### src/rtl/gbe_status_pkg.sv
// Shared definitions for the gbe transmit status collector.
// Holds the status word layout, the frame-tracking FSM state type and the
// overflow counter saturation value.
package gbe_status_pkg;

  localparam int unsigned STATUS_W      = 32;
  localparam int unsigned FRAME_CNT_LSB = 0;
  localparam int unsigned FRAME_CNT_W   = 16;
  localparam int unsigned OVF_CNT_LSB   = 16;
  localparam int unsigned OVF_CNT_W     = 8;
  localparam int unsigned LINK_LOST_BIT = 27;
  localparam int unsigned OVERSIZE_BIT  = 28;
  localparam int unsigned AFULL_BIT     = 29;
  localparam int unsigned OVF_BIT       = 30;
  localparam int unsigned LINK_UP_BIT   = 31;

  localparam logic [OVF_CNT_W-1:0] OVF_CNT_MAX = OVF_CNT_W'(255);

  // Status word payload, MSB first.
  typedef struct packed {
    logic                   link_up;
    logic                   ovf_sticky;
    logic                   afull_sticky;
    logic                   oversize_sticky;
    logic                   link_lost_sticky;
    logic [2:0]             rsvd;
    logic [OVF_CNT_W-1:0]   ovf_count;
    logic [FRAME_CNT_W-1:0] frame_count;
  } status_t;

  typedef enum logic {
    IDLE     = 1'b0,
    IN_FRAME = 1'b1
  } tx_state_e;

endpackage

### src/rtl/gbe_status_edge_det.sv
// 1-bit edge detector: registers the input and flags rising/falling edges
// combinationally against that history, so an edge in cycle N can be acted
// on by registers that update at the end of cycle N.
// Ports:
//   clk_i   - clock
//   rst_i   - synchronous active-high reset (history cleared to 0)
//   d_i     - monitored signal
//   q_o     - registered copy of d_i
//   rise_c  - d_i high now, low last cycle
//   fall_c  - d_i low now, high last cycle
module gbe_status_edge_det (
  input  logic clk_i,
  input  logic rst_i,
  input  logic d_i,
  output logic q_o,
  output logic rise_c,
  output logic fall_c
);

  // History register
  always_ff @(posedge clk_i) begin
    if (rst_i) q_o <= 1'b0;
    else       q_o <= d_i;
  end

  assign rise_c = d_i & ~q_o;
  assign fall_c = ~d_i & q_o;

endmodule

### src/rtl/gbe_tx_status_collector.sv
// Collects 10GbE transmit/link status into a registered 32-bit word for the
// software-readable status register: frame count, overflow count, sticky
// overflow/almost-full/oversize/link-lost flags and the current link state.
// Ports:
//   user_clk         - clock
//   user_rst         - synchronous active-high reset
//   tx_valid         - word accepted by the gbe core
//   tx_end_of_frame  - last word of frame (qualified by tx_valid)
//   tx_overflow      - tx buffer overflow level
//   tx_afull         - tx buffer almost-full level
//   link_up          - link status
//   sw_clr           - software clear level; acted on at its rising edge
//   status_word      - packed status (registered)
module gbe_tx_status_collector
  import gbe_status_pkg::*;
#(
  parameter int unsigned MAX_FRAME_WORDS = 1024,
  parameter int unsigned WCNT_W          = 11
) (
  input  logic                user_clk,
  input  logic                user_rst,
  input  logic                tx_valid,
  input  logic                tx_end_of_frame,
  input  logic                tx_overflow,
  input  logic                tx_afull,
  input  logic                link_up,
  input  logic                sw_clr,
  output logic [STATUS_W-1:0] status_word
);

  localparam logic [WCNT_W-1:0] WCNT_MAX = WCNT_W'(MAX_FRAME_WORDS);

  tx_state_e         state_q;
  logic [WCNT_W-1:0] wcnt_q;
  status_t           status_q;
  status_t           status_d;

  logic clr_q, clr_rise, clr_fall;
  logic ovf_q, ovf_rise, ovf_fall;
  logic link_q, link_rise, link_fall;
  logic frame_done_c;
  logic oversize_c;
  logic unused_edges;

  gbe_status_edge_det u_clr_edge (
    .clk_i  (user_clk),
    .rst_i  (user_rst),
    .d_i    (sw_clr),
    .q_o    (clr_q),
    .rise_c (clr_rise),
    .fall_c (clr_fall)
  );

  gbe_status_edge_det u_ovf_edge (
    .clk_i  (user_clk),
    .rst_i  (user_rst),
    .d_i    (tx_overflow),
    .q_o    (ovf_q),
    .rise_c (ovf_rise),
    .fall_c (ovf_fall)
  );

  gbe_status_edge_det u_link_edge (
    .clk_i  (user_clk),
    .rst_i  (user_rst),
    .d_i    (link_up),
    .q_o    (link_q),
    .rise_c (link_rise),
    .fall_c (link_fall)
  );

  assign unused_edges = ^{clr_q, clr_fall, ovf_q, ovf_fall, link_q, link_rise};

  // Frame tracker; deliberately untouched by sw_clr so an in-flight frame
  // is still counted once it ends.
  always_ff @(posedge user_clk) begin
    if (user_rst) begin
      state_q <= IDLE;
      wcnt_q  <= '0;
    end else if (tx_valid) begin
      unique case (state_q)
        IDLE: begin
          if (!tx_end_of_frame) begin
            state_q <= IN_FRAME;
            wcnt_q  <= WCNT_W'(1);
          end
        end
        IN_FRAME: begin
          if (tx_end_of_frame) begin
            state_q <= IDLE;
            wcnt_q  <= '0;
          end else if (wcnt_q != WCNT_MAX) begin
            wcnt_q <= wcnt_q + WCNT_W'(1);
          end
        end
        default: begin
          state_q <= IDLE;
          wcnt_q  <= '0;
        end
      endcase
    end
  end

  // Any eof ends a frame, whether single-word (IDLE) or multi-word.
  assign frame_done_c = tx_valid & tx_end_of_frame;
  // Word arriving after MAX_FRAME_WORDS words are already in the frame.
  assign oversize_c   = tx_valid & (state_q == IN_FRAME) & (wcnt_q == WCNT_MAX);

  // Status next-state; a clear edge wins over every event in the same cycle.
  always_comb begin
    status_d         = status_q;
    status_d.link_up = link_up;
    status_d.rsvd    = '0;
    if (clr_rise) begin
      status_d.ovf_sticky       = 1'b0;
      status_d.afull_sticky     = 1'b0;
      status_d.oversize_sticky  = 1'b0;
      status_d.link_lost_sticky = 1'b0;
      status_d.ovf_count        = '0;
      status_d.frame_count      = '0;
    end else begin
      if (frame_done_c) begin
        status_d.frame_count = status_q.frame_count + FRAME_CNT_W'(1);
      end
      if (ovf_rise && (status_q.ovf_count != OVF_CNT_MAX)) begin
        status_d.ovf_count = status_q.ovf_count + OVF_CNT_W'(1);
      end
      if (tx_overflow) status_d.ovf_sticky       = 1'b1;
      if (tx_afull)    status_d.afull_sticky     = 1'b1;
      if (oversize_c)  status_d.oversize_sticky  = 1'b1;
      if (link_fall)   status_d.link_lost_sticky = 1'b1;
    end
  end

  always_ff @(posedge user_clk) begin
    if (user_rst) status_q <= '0;
    else          status_q <= status_d;
  end

  assign status_word = status_q;

endmodule
### config.mk
export PLATFORM = sky130hd
export DESIGN_NAME = gbe_tx_status_collector
export DESIGN_NICKNAME = d
export VERILOG_FILES = /design/src/rtl/gbe_status_pkg.sv /design/src/rtl/gbe_status_edge_det.sv /design/src/rtl/gbe_tx_status_collector.sv
export SDC_FILE = /design/constraint.sdc
export NUM_CORES = 1
export LEC_CHECK = 0
export CORE_MARGIN = 2
export CORE_UTILIZATION = 25
export DETAILED_ROUTE_END_ITERATION = 10
export DONT_BUFFER_PORTS = 1
export SYNTH_ARGS = -nofsm -noshare
export SYNTH_HDL_FRONTEND = slang
export SYNTH_SLANG_ARGS = --single-unit
export TNS_END_PERCENT = 100
### constraint.sdc
create_clock -name user_clk -period 3 [get_ports user_clk]
set_clock_uncertainty 0.1 [all_clocks]
set_input_delay 0.45 -clock user_clk [delete_from_list [all_inputs] [get_ports user_clk]]
set_output_delay 0.45 -clock user_clk [all_outputs]
set_load 0.05 [all_outputs]
# --- Word-level counts from Yosys, hierarchy flattened ---
# Cells that the tools add are included.
word_totals:
  reg_bits: 46
  inputBits: 8
  output_inout_bits: 32
classes:
  add_sub_neg: 3
  eq_ne: 5
  mux: 5
  bitwise_logic: 10
  n_reduce_logical: 3
op_table:
  columns: ["cell", "count"]
  rows:
  - ["$mux 11", 3]
  - ["$pmux 11 s2", 1]
  - ["$add 16x1->16 const B", 1]
  - ["$add 11x1->11 const B", 1]
  - ["$eq 11x11->1 const B", 1]
  - ["$ne 11x11->1 const B", 1]
  - ["$add 8x1->8 const B", 1]
  - ["$ne 8x8->1 const B", 1]
  - ["$and 1x1->1", 6]
  - ["$not 1->1", 4]
  - ["$ne 3x2->1 const B", 1]
  - ["$reduce_and 3->1", 1]
  - ["$ne 2x2->1 const B", 1]
  - ["$reduce_or 2->1", 1]
  - ["$logic_and 1x1->1", 1]
  - ["$mux 1", 1]

# --- Logic depth before layout (Yosys ltp) ---
# Gate-level depths: netlist (run 1).
logic_depth:
  ltp_word: 4
  ltp_mapped: 6
  mapped_depth_nobuf: 6

# --- Cells and area by module ---
# From an unflattened synthesis (run 1), not the netlist that was laid out.
hier_totals:
  cells_unflattened: 229
  area_unflattened_um2: 2034.5
modules_own_cells:
  columns: ["module", "instances", "cells_each", "area_each_um2", "seq_area_each_um2"]
  rows:
  - ["gbe_tx_status_collector", 1, 217, 1918.1, 820.8]
  - ["gbe_status_edge_det", 3, 4, 38.8, 20.0]

# --- Worst setup path after synthesis (run 1) ---
# Ideal clock, no wire load.
synth_timing:
  kind: "register -> register"
  from: "reg status_q, in the netlist status_word[0]"
  to: "reg status_q, in the netlist status_word[14]"
  setup_ns: 0.071
  t_arrival_ns: 1.895
  setup_slack_ns: 0.935
  path_stages_with_launch: 7
  n_path_buf: 1
  cell_sequence: "dfxtp_1 > ha_1 > and3_1 > buf_2 > nand3_1 > or4_1 > a21oi_1"
synth_via:
  elab_chain_len: 1
synth_lines:
  columns: ["element", "line", "source"]
  rows:
  - ["start: declaration", "gbe_tx_status_collector.sv:35", "status_t status_q;"]
  - ["start signal: assignment", "gbe_tx_status_collector.sv:137", "else status_q <= status_d;"]
  - ["$add 16x1->16", "gbe_tx_status_collector.sv:123", "status_d.frame_count = status_q.frame_count + FRAME_CNT_W'(1);"]
# Every way passes these cells.
# A chain may end at the register's enable or synchronous reset.

# --- Final worst setup path (run 1) ---
layout_timing:
  from: "reg status_q, in the netlist status_word[5]"
  to: "reg status_q, in the netlist status_word[12]"
# The elaborated chain is that of the path after synthesis.

==> impl_metrics.env, run 1 <==
export IMPL_status="completed"
export IMPL_met1_length_um=2050
export IMPL_drtAntennaViolNets=0
export IMPL_num_rows=33
export IMPL_critPathLaunchType="flop"
export IMPL_p_leak_nw=0.841
export IMPL_dr_pass1_iters=4
export IMPL_multi_input_area_mm2=0.00113
export IMPL_core_mm2=0.00813
export IMPL_cp_num_buf_inv=0
export IMPL_clockBufferDepth=2
export IMPL_synthArstFlopShare=0
export IMPL_critPathKind="reg2reg"
export IMPL_synth_largest_area_cell="dfxtp_1"
export IMPL_post_cts_resize_count=0
export IMPL_arrival_ns=2.16
export IMPL_clkTransAtPathRegs_ns=0.10
export IMPL_die_h_um=95.3
export IMPL_synth_edf_count=0
export IMPL_fin_crit_sh=0.676
export IMPL_reg2reg_from="status_word[5]"
export IMPL_crit_chain="and4_1 > nand3_1 > or4_1 > a21oi_1"
export IMPL_die_w_um=95.3
export IMPL_clock_sinks=43
export IMPL_max_vdd_ir_drop_v=0.000159
export IMPL_worstSetupStartpoint="status_word[5]"
export IMPL_drv_slew=0
export IMPL_finalSetupViolations=0
export IMPL_top_layer="met4"
export IMPL_power_density_mw_per_mm2=441
export IMPL_post_cts_buffers=0
export IMPL_nNetsFinal=263
export IMPL_cts_buffers=5
export IMPL_drive_gt1_frac=0.119
export IMPL_vias=1738
export IMPL_area_growth_pct=12.7
export IMPL_cp_end_kind="flop"
export IMPL_routed_wl_um=4480
export IMPL_critPathMaxStageDelay_ns=0.67
export IMPL_drv_cap=0
export IMPL_grt_max_degree=20
export IMPL_wl_per_cell_um=12.5
export IMPL_h_tree_depth=2
export IMPL_drc=0
export IMPL_relSlewSlack=0.561
export IMPL_hold_viol=0
export IMPL_fin_cells=357
export IMPL_diodes=0
export IMPL_hold_path_startpoint="user_rst"
export IMPL_start_util=0.256
export IMPL_synthFlopType="dfxtp_1"
export IMPL_hold_class="in2reg"
export IMPL_route_met3_wl_um=299
export IMPL_path_max_fanout=6
export IMPL_synth_common_cells="dfxtp_1 (43), nor2_1 (25), nand2_1 (24)"
export IMPL_max_freq_mhz=493
export IMPL_yosysWarningCount=0
export IMPL_yosys_area_top_type_share=0.413
export IMPL_cpLargestDelayFamily="simple AND/OR/NAND/NOR gates"
export IMPL_worstPathRequired_ns=3.13
export IMPL_rsz0062_at_grt="false"
export IMPL_dieArea_mm2=0.00908
export IMPL_drt_vias_per_instance=4.87
export IMPL_grt_pass1_wl_um=7490
export IMPL_yosysSeqAreaShare=0.413
export IMPL_antenna_found_initial=0
export IMPL_cts_tree="done"
export IMPL_cts_hold_buf=0
export IMPL_fill_cells=852
export IMPL_dr_wl_met2_um=2110
export IMPL_ys_seq_elements=43
export IMPL_synth_area_mm2=0.00208
export IMPL_clockRootBuffer="clkbuf_8"
export IMPL_fin_crit_ns=2.03
export IMPL_ys_top_cells_by_area="dfxtp_1 (41%), xor2_1 (5.0%), nor2_1 (4.5%)"
export IMPL_dp_hpwl_um=3340
export IMPL_placed_cells=349
export IMPL_grt_use_total=0.103
export IMPL_dpl_cell_area_mm2=0.00226
export IMPL_critPathSlowestCell="dfxtp_1"
export IMPL_io_pins=40
export IMPL_tightest_slew_ns=0.658
export IMPL_clkLatencyLatePin_ns=0.30
export IMPL_syn_area_per_cell_um2=8.69
export IMPL_tns_ns=0
export IMPL_overflow=0
export IMPL_synthMostInstantiatedCell="dfxtp_1"
export IMPL_regArea_um2=861
export IMPL_gp_congestion=0.799
export IMPL_yosysUniqueCellTypes=43
export IMPL_fin_area_mm2=0.00235
export IMPL_grt_pass1_vias=1573
export IMPL_drt_initial_drc_count=57
export IMPL_syn_instance_count=240
export IMPL_port_buffers=0
-- layer usage --
metal | up-vias | global-route usage
li1 | 891 | -
met1 | 807 | 0.127
met2 | 38 | 0.172
met3 | 2 | 0.0348
met4 | 0 | 0.0290
met5 | - | 0
-- power breakdown --
| part | internal, W | switching (W) |
|---|---|---|
| sequential | 0.000579 | 0.0000159 |
| combinational | 0.0000164 | 0.0000438 |
| clock | 0.000167 | 0.000213 |
-- cells in the final DEF (no fill, tap or decap), types with 3 or more instances in the layout --
cell and instances:
dfxtp_1 43, nor2_1 25, nand2_1 24, buf_4 13
nand4_1 12, xor2_1 12, nand3_1 12, o21ai_0 10
or4_1 10, inv_1 8, nor2b_1 8, o211ai_1 7
a21oi_1 6, and4_1 5, a31oi_1 5, clkbuf_8 5
mux2i_1 4, nor3_1 4, ha_1 4, and3_1 3
o2111ai_1 3, conb_1 3
-- sequential cells by signal, summed over array words and instances, names as in the netlist --
signal,count
u_clr_edge.q_o,1
u_ovf_edge.q_o,1
status_word,29
wcnt_q,11
state_q,1
-- layout make-up --
cell class,instances,share of cell area
Tap cell,105,0.0559
Clock inverter,3,0.0101
Sequential cell,43,0.367
Clock buffer,5,0.0293
Inverter,9,0.0144
Timing Repair Buffer,13,0.0416
Multi-Input combinational cell,179,0.482
-- final timing paths --
| kind | endpoint | cells after the start | slack [ns] |
|---|---|---|---|
| setup / recovery | status_word[12] | 4 | 0.97 |
| hold / removal | state_q | 1 | 0.11 |
| setup reg to reg | status_word[12] | 4 | 0.97 |
| hold reg to reg | wcnt_q[1] | 2 | 0.40 |
-- through the flow --
step                utilization  setup slack (ns)  hold slack, ns  power [W]
CTS                       0.289             0.966           0.101    0.00106
floorplan                     -             0.935           0.358   0.000662
detailed placement        0.277             0.994           0.394   0.000670
global route              0.289             0.830          0.0965    0.00109
finish                    0.289             0.971           0.115    0.00103
global placement          0.277              1.01           0.380   0.000669
-- kinds of logic (layout without fill, tap and decap cells) --
| family | count (synthesis) | in the layout | share of synthesized area |
|---|---|---|---|
| mux | 4 | 4 | 0.0192 |
| other cells | 1 | 3 | 0.00180 |
| compound gates | 40 | 40 | 0.133 |
| buf+inv | 20 | 30 | 0.0474 |
| xor+xnor | 14 | 14 | 0.0588 |
| simple gates | 114 | 114 | 0.303 |
| fa+ha+maj | 4 | 4 | 0.0240 |
| flops | 43 | 43 | 0.413 |
No activity file was read; power rests on OpenSTA's default activity.
==> inputs of run 2 (changes only) <==
==> constraint.sdc (replaced) <==
create_clock -name user_clk -period 1.8 [get_ports user_clk]
set_clock_uncertainty 0.1 [all_clocks]
set_input_delay 0.27 -clock user_clk [delete_from_list [all_inputs] [get_ports user_clk]]
set_output_delay 0.27 -clock user_clk [all_outputs]
set_load 0.05 [all_outputs]
==> impl_metrics.env, run 2 (synthesis gave the netlist of run 1 again) <==
export IMPL_critPathKind="reg2reg"
export IMPL_dp_hpwl_um=3540
export IMPL_hold_class="in2reg"
export IMPL_power_frac_clock=0.353
export IMPL_p_total_w=0.00171
export IMPL_cpLargestDelayFamily="simple AND/OR/NAND/NOR gates"
export IMPL_power_density_mw_per_mm2=652
export IMPL_max_freq_mhz=580
export IMPL_wl_per_cell_um=12.6
export IMPL_drc=0
export IMPL_cp_num_buf_inv=0
export IMPL_area_growth_pct=26.1
export IMPL_dr_pass1_iters=4
export IMPL_place_ws_ns=0.0935
export IMPL_h_tree_depth=2
export IMPL_port_buffers=0
export IMPL_rsz0062_at_grt="true"
export IMPL_clockBufferDepth=2
export IMPL_clkLatencyLatePin_ns=0.29
export IMPL_drt_initial_drc_count=50
export IMPL_pwr_share_seq=0.574
export IMPL_critPathMaxStageDelay_ns=0.55
export IMPL_drtAntennaViolNets=0
export IMPL_switching_share=0.257
export IMPL_p_int_w=0.00127
export IMPL_vias=1896
export IMPL_grt_pass1_vias=1674
export IMPL_io_pins=40
export IMPL_post_cts_buffers=0
export IMPL_worstPathRequired_ns=1.90
export IMPL_clkTransAtPathRegs_ns=0.08
export IMPL_routed_wl_um=4910
export IMPL_drt_vias_per_instance=4.87
export IMPL_num_rows=33
export IMPL_clock_sinks=43
export IMPL_crit_chain="or4_4 > nor4_4 > nor2_2 > o311ai_2"
export IMPL_diodes=0
export IMPL_drv_slew=0
export IMPL_critPathSlowestCell="or4_4"
export IMPL_start_util=0.256
export IMPL_layout_commonest_cell="buf_4"
export IMPL_fin_crit_ns=1.72
export IMPL_dieArea_mm2=0.00908
export IMPL_path_max_fanout=7
export IMPL_drive_gt1_frac=0.239
export IMPL_relSlewSlack=0.643
export IMPL_cp_end_kind="flop"
export IMPL_core_mm2=0.00813
export IMPL_grt_max_degree=14
export IMPL_p_leak_nw=1.01
export IMPL_p_sw_w=0.000441
export IMPL_arrival_ns=1.83
export IMPL_status="completed"
export IMPL_fin_crit_sh=0.958
export IMPL_pwr_share_comb=0.073
export IMPL_grt_use_total=0.111
export IMPL_setup_ws_ns=0.0755
export IMPL_cts_tree="done"
export IMPL_antenna_found_initial=0
export IMPL_max_vdd_ir_drop_v=0.000269
export IMPL_critPathLaunchType="flop"
export IMPL_hold_viol=0
export IMPL_die_w_um=95.3
export IMPL_nNetsFinal=295
export IMPL_grt_pass1_wl_um=7800
export IMPL_cts_buffers=5
export IMPL_die_h_um=95.3
export IMPL_overflow=0
export IMPL_drv_cap=0
export IMPL_tightest_slew_ns=0.535
export IMPL_fin_area_mm2=0.00263
export IMPL_largest_reg_flops=29
export IMPL_mostFrequentLayoutCells="buf_4 (39), dfxtp_1 (30), nor2_1 (25)"
export IMPL_clockRootBuffer="clkbuf_8"
export IMPL_gp_congestion=0.900
export IMPL_finalSetupViolations=0
export IMPL_dpl_cell_area_mm2=0.00248
[run 2: cell count changes in the layout (fill, tap and decap cells not counted)]
| cell | delta |
|---|---|
| clkinv_2 | +1 |
| dfxtp_2 | +7 |
| inv_6 | -1 |
| dlygate4sd3_1 | +6 |
| dfxtp_4 | +6 |
| clkbuf_1 | +1 |
| clkinvlp_4 | -1 |
| dfxtp_1 | -13 |
| buf_4 | +26 |
[run 2: worst paths after layout]
path,from,end,slack [ns],depth (start not counted)
worst min-delay path,tx_overflow,status_word[30],0.01,2
worst max-delay path,wcnt_q[7],wcnt_q[2],0.08,4
worst max register to register,wcnt_q[7],wcnt_q[2],0.08,4
worst min register to register,wcnt_q[0],wcnt_q[0],0.40,2
[run 2: final cells by class]
class / instances / area (um2)
clock buffers: 6 / 72.6
clock inverters: 2 / 12.5
fillers: 819 / 5510
inverters: 9 / 33.8
multi-input cells: 179 / 1130
flip-flops and latches: 43 / 892
well taps: 105 / 131
repair buffers: 45 / 353
[run 2: power by group through the flow]
stage	registers, W	logic, W	clock network, W
2_1_floorplan	0.00101	0.0000825	0
3_3_place_gp	0.00100	0.000111	0
6_report	0.000982	0.000125	0.000605
4_1_cts	0.000982	0.000124	0.000637
5_1_grt	0.000986	0.000136	0.000675
3_5_place_dp	0.00101	0.000113	0
[run 2: repair_timing]
item	4_1_cts	5_1_grt
resized for setup	0	1
hold buffers	5	1
setup endpoints to repair	0	2
endpoints found under the hold margin	5	1
[run 2: metal layers]
layer / up-vias / GRT usage / part of all wire
met5: - / 0 / 0
met4: 0 / 0.0386 / 0.014
met3: 7 / 0.0324 / 0.061
met2: 47 / 0.181 / 0.47
met1: 886 / 0.139 / 0.46
li1: 956 / - / -
[run 2: metrics by stage]
stage | hold WS, ns | instances | util | TNS [ns]
after CTS | 0.000275 | 388 | 0.322 | 0
after detailed placement | 0.249 | 375 | 0.305 | 0
after global routing | 0.00183 | 389 | 0.323 | -0.0100
after floorplan | 0.286 | 242 | - | 0
after global placement | 0.248 | 375 | 0.305 | 0
final | 0.0108 | 389 | 0.323 | 0
==> inputs of run 3 (changes only) <==
==> constraint.sdc (replaced) <==
create_clock -name user_clk -period 1.8 [get_ports user_clk]
set_clock_uncertainty 0.1 [all_clocks]
set_input_delay 0.36 -clock user_clk [delete_from_list [all_inputs] [get_ports user_clk]]
set_output_delay 0.36 -clock user_clk [all_outputs]
set_load 0.05 [all_outputs]
==> impl_metrics.env, run 3 (synthesis gave the netlist of run 1 again) <==
export IMPL_status="completed"
export IMPL_diodes=0
export IMPL_placed_cells=375
export IMPL_worstPathRequired_ns=1.90
export IMPL_clkLatencyLatePin_ns=0.29
export IMPL_cts_tree="done"
export IMPL_largest_reg_flops=29
export IMPL_area_growth_pct=24.6
export IMPL_relSlewSlack=0.643
export IMPL_dpl_cell_area_mm2=0.00248
export IMPL_regArea_um2=895
export IMPL_vias=1873
export IMPL_drv_slew=0
export IMPL_grt_use_total=0.114
export IMPL_clkTransAtPathRegs_ns=0.08
export IMPL_critPathLaunchType="flop"
export IMPL_io_pins=40
export IMPL_drive_gt1_frac=0.263
export IMPL_drv_cap=0
export IMPL_overflow=0
export IMPL_cts_buffers=5
export IMPL_mostFrequentLayoutCells="buf_4 (39), dfxtp_1 (28), nor2_1 (25)"
export IMPL_die_h_um=95.3
export IMPL_core_mm2=0.00813
export IMPL_routed_wl_um=4870
export IMPL_fin_util=0.319
export IMPL_p_total_w=0.00170
export IMPL_cp_num_buf_inv=0
export IMPL_dp_hpwl_um=3670
export IMPL_cts_hold_buf=0
export IMPL_max_vdd_ir_drop_v=0.000266
export IMPL_grt_pass1_wl_um=8290
export IMPL_arrival_ns=1.87
export IMPL_grt_pass1_vias=1781
export IMPL_post_cts_resize_count=0
export IMPL_cpLargestDelayFamily="simple AND/OR/NAND/NOR gates"
export IMPL_drt_vias_per_instance=4.89
export IMPL_clockRootBuffer="clkbuf_8"
export IMPL_clock_sinks=43
export IMPL_max_freq_mhz=563
export IMPL_power_density_mw_per_mm2=656
export IMPL_post_cts_buffers=0
export IMPL_h_tree_depth=2
export IMPL_crit_chain="or4_4 > nor4_4 > nor2_4 > o311ai_4"
export IMPL_die_w_um=95.3
export IMPL_fin_crit_ns=1.78
export IMPL_gp_congestion=0.789
export IMPL_antenna_found_initial=0
export IMPL_path_max_fanout=7
export IMPL_p_leak_nw=1.00
export IMPL_cp_end_kind="flop"
export IMPL_fin_crit_sh=0.987
export IMPL_num_rows=33
export IMPL_dr_pass1_iters=4
export IMPL_clockBufferDepth=2
export IMPL_nNetsFinal=289
export IMPL_hold_viol=0
export IMPL_fill_cells=859
export IMPL_critPathSlowestCell="or4_4"
export IMPL_finalSetupViolations=0
export IMPL_rsz0062_at_grt="true"
export IMPL_critPathMaxStageDelay_ns=0.55
export IMPL_wl_per_cell_um=12.7
export IMPL_tns_ns=0
export IMPL_dieArea_mm2=0.00908
export IMPL_multi_input_area_mm2=0.00116
export IMPL_tightest_slew_ns=0.534
export IMPL_drtAntennaViolNets=0
export IMPL_critPathKind="reg2reg"
export IMPL_fin_area_mm2=0.00260
export IMPL_drt_initial_drc_count=73
export IMPL_port_buffers=0
export IMPL_start_util=0.256
export IMPL_fin_cells=383
export IMPL_grt_max_degree=17
export IMPL_drc=0
export IMPL_layout_commonest_cell="buf_4"
export IMPL_hold_class="in2reg"
==> run 3: worst paths after layout <==
check	startpoint	endpoint	slack, ns	depth (start not counted)
worst min register to register	wcnt_q[0]	wcnt_q[0]	0.38	2
worst max register to register	wcnt_q[8]	wcnt_q[10]	0.02	4
worst max-delay path	wcnt_q[8]	wcnt_q[10]	0.02	4
worst min-delay path	user_rst	status_word[31]	0.03	1
==> run 3: routing by layer <==
layer,vias to the layer above,track usage,share of wire
li1,941,-,-
met3,7,0.0332,0.062
met1,881,0.137,0.44
met2,44,0.194,0.48
met5,-,0,0
met4,0,0.0374,0.014
==> run 3: final cells by class <==
| class | count | share of cell area |
|---|---|---|
| Multi-Input combinational cell | 179 | 0.447 |
| Sequential cell | 43 | 0.344 |
| Timing Repair Buffer | 39 | 0.113 |
| Tap cell | 105 | 0.0506 |
| Clock buffer | 6 | 0.0279 |
| Inverter | 9 | 0.0130 |
| Clock inverter | 2 | 0.00482 |
==> run 3: power breakdown <==
part	total [W]	internal [W]	switching [W]
clock	0.000605	0.000272	0.000333
sequential	0.000983	0.000957	0.0000257
combinational	0.000117	0.0000373	0.0000795
==> run 3: metrics by stage <==
step,hold slack [ns],worst slack [ns]
finish,0.0315,0.0241
global route,0.0113,-0.0457
CTS,0.0190,0.0237
detailed placement,0.338,0.0554
global placement,0.335,0.131
floorplan,0.358,0.0227
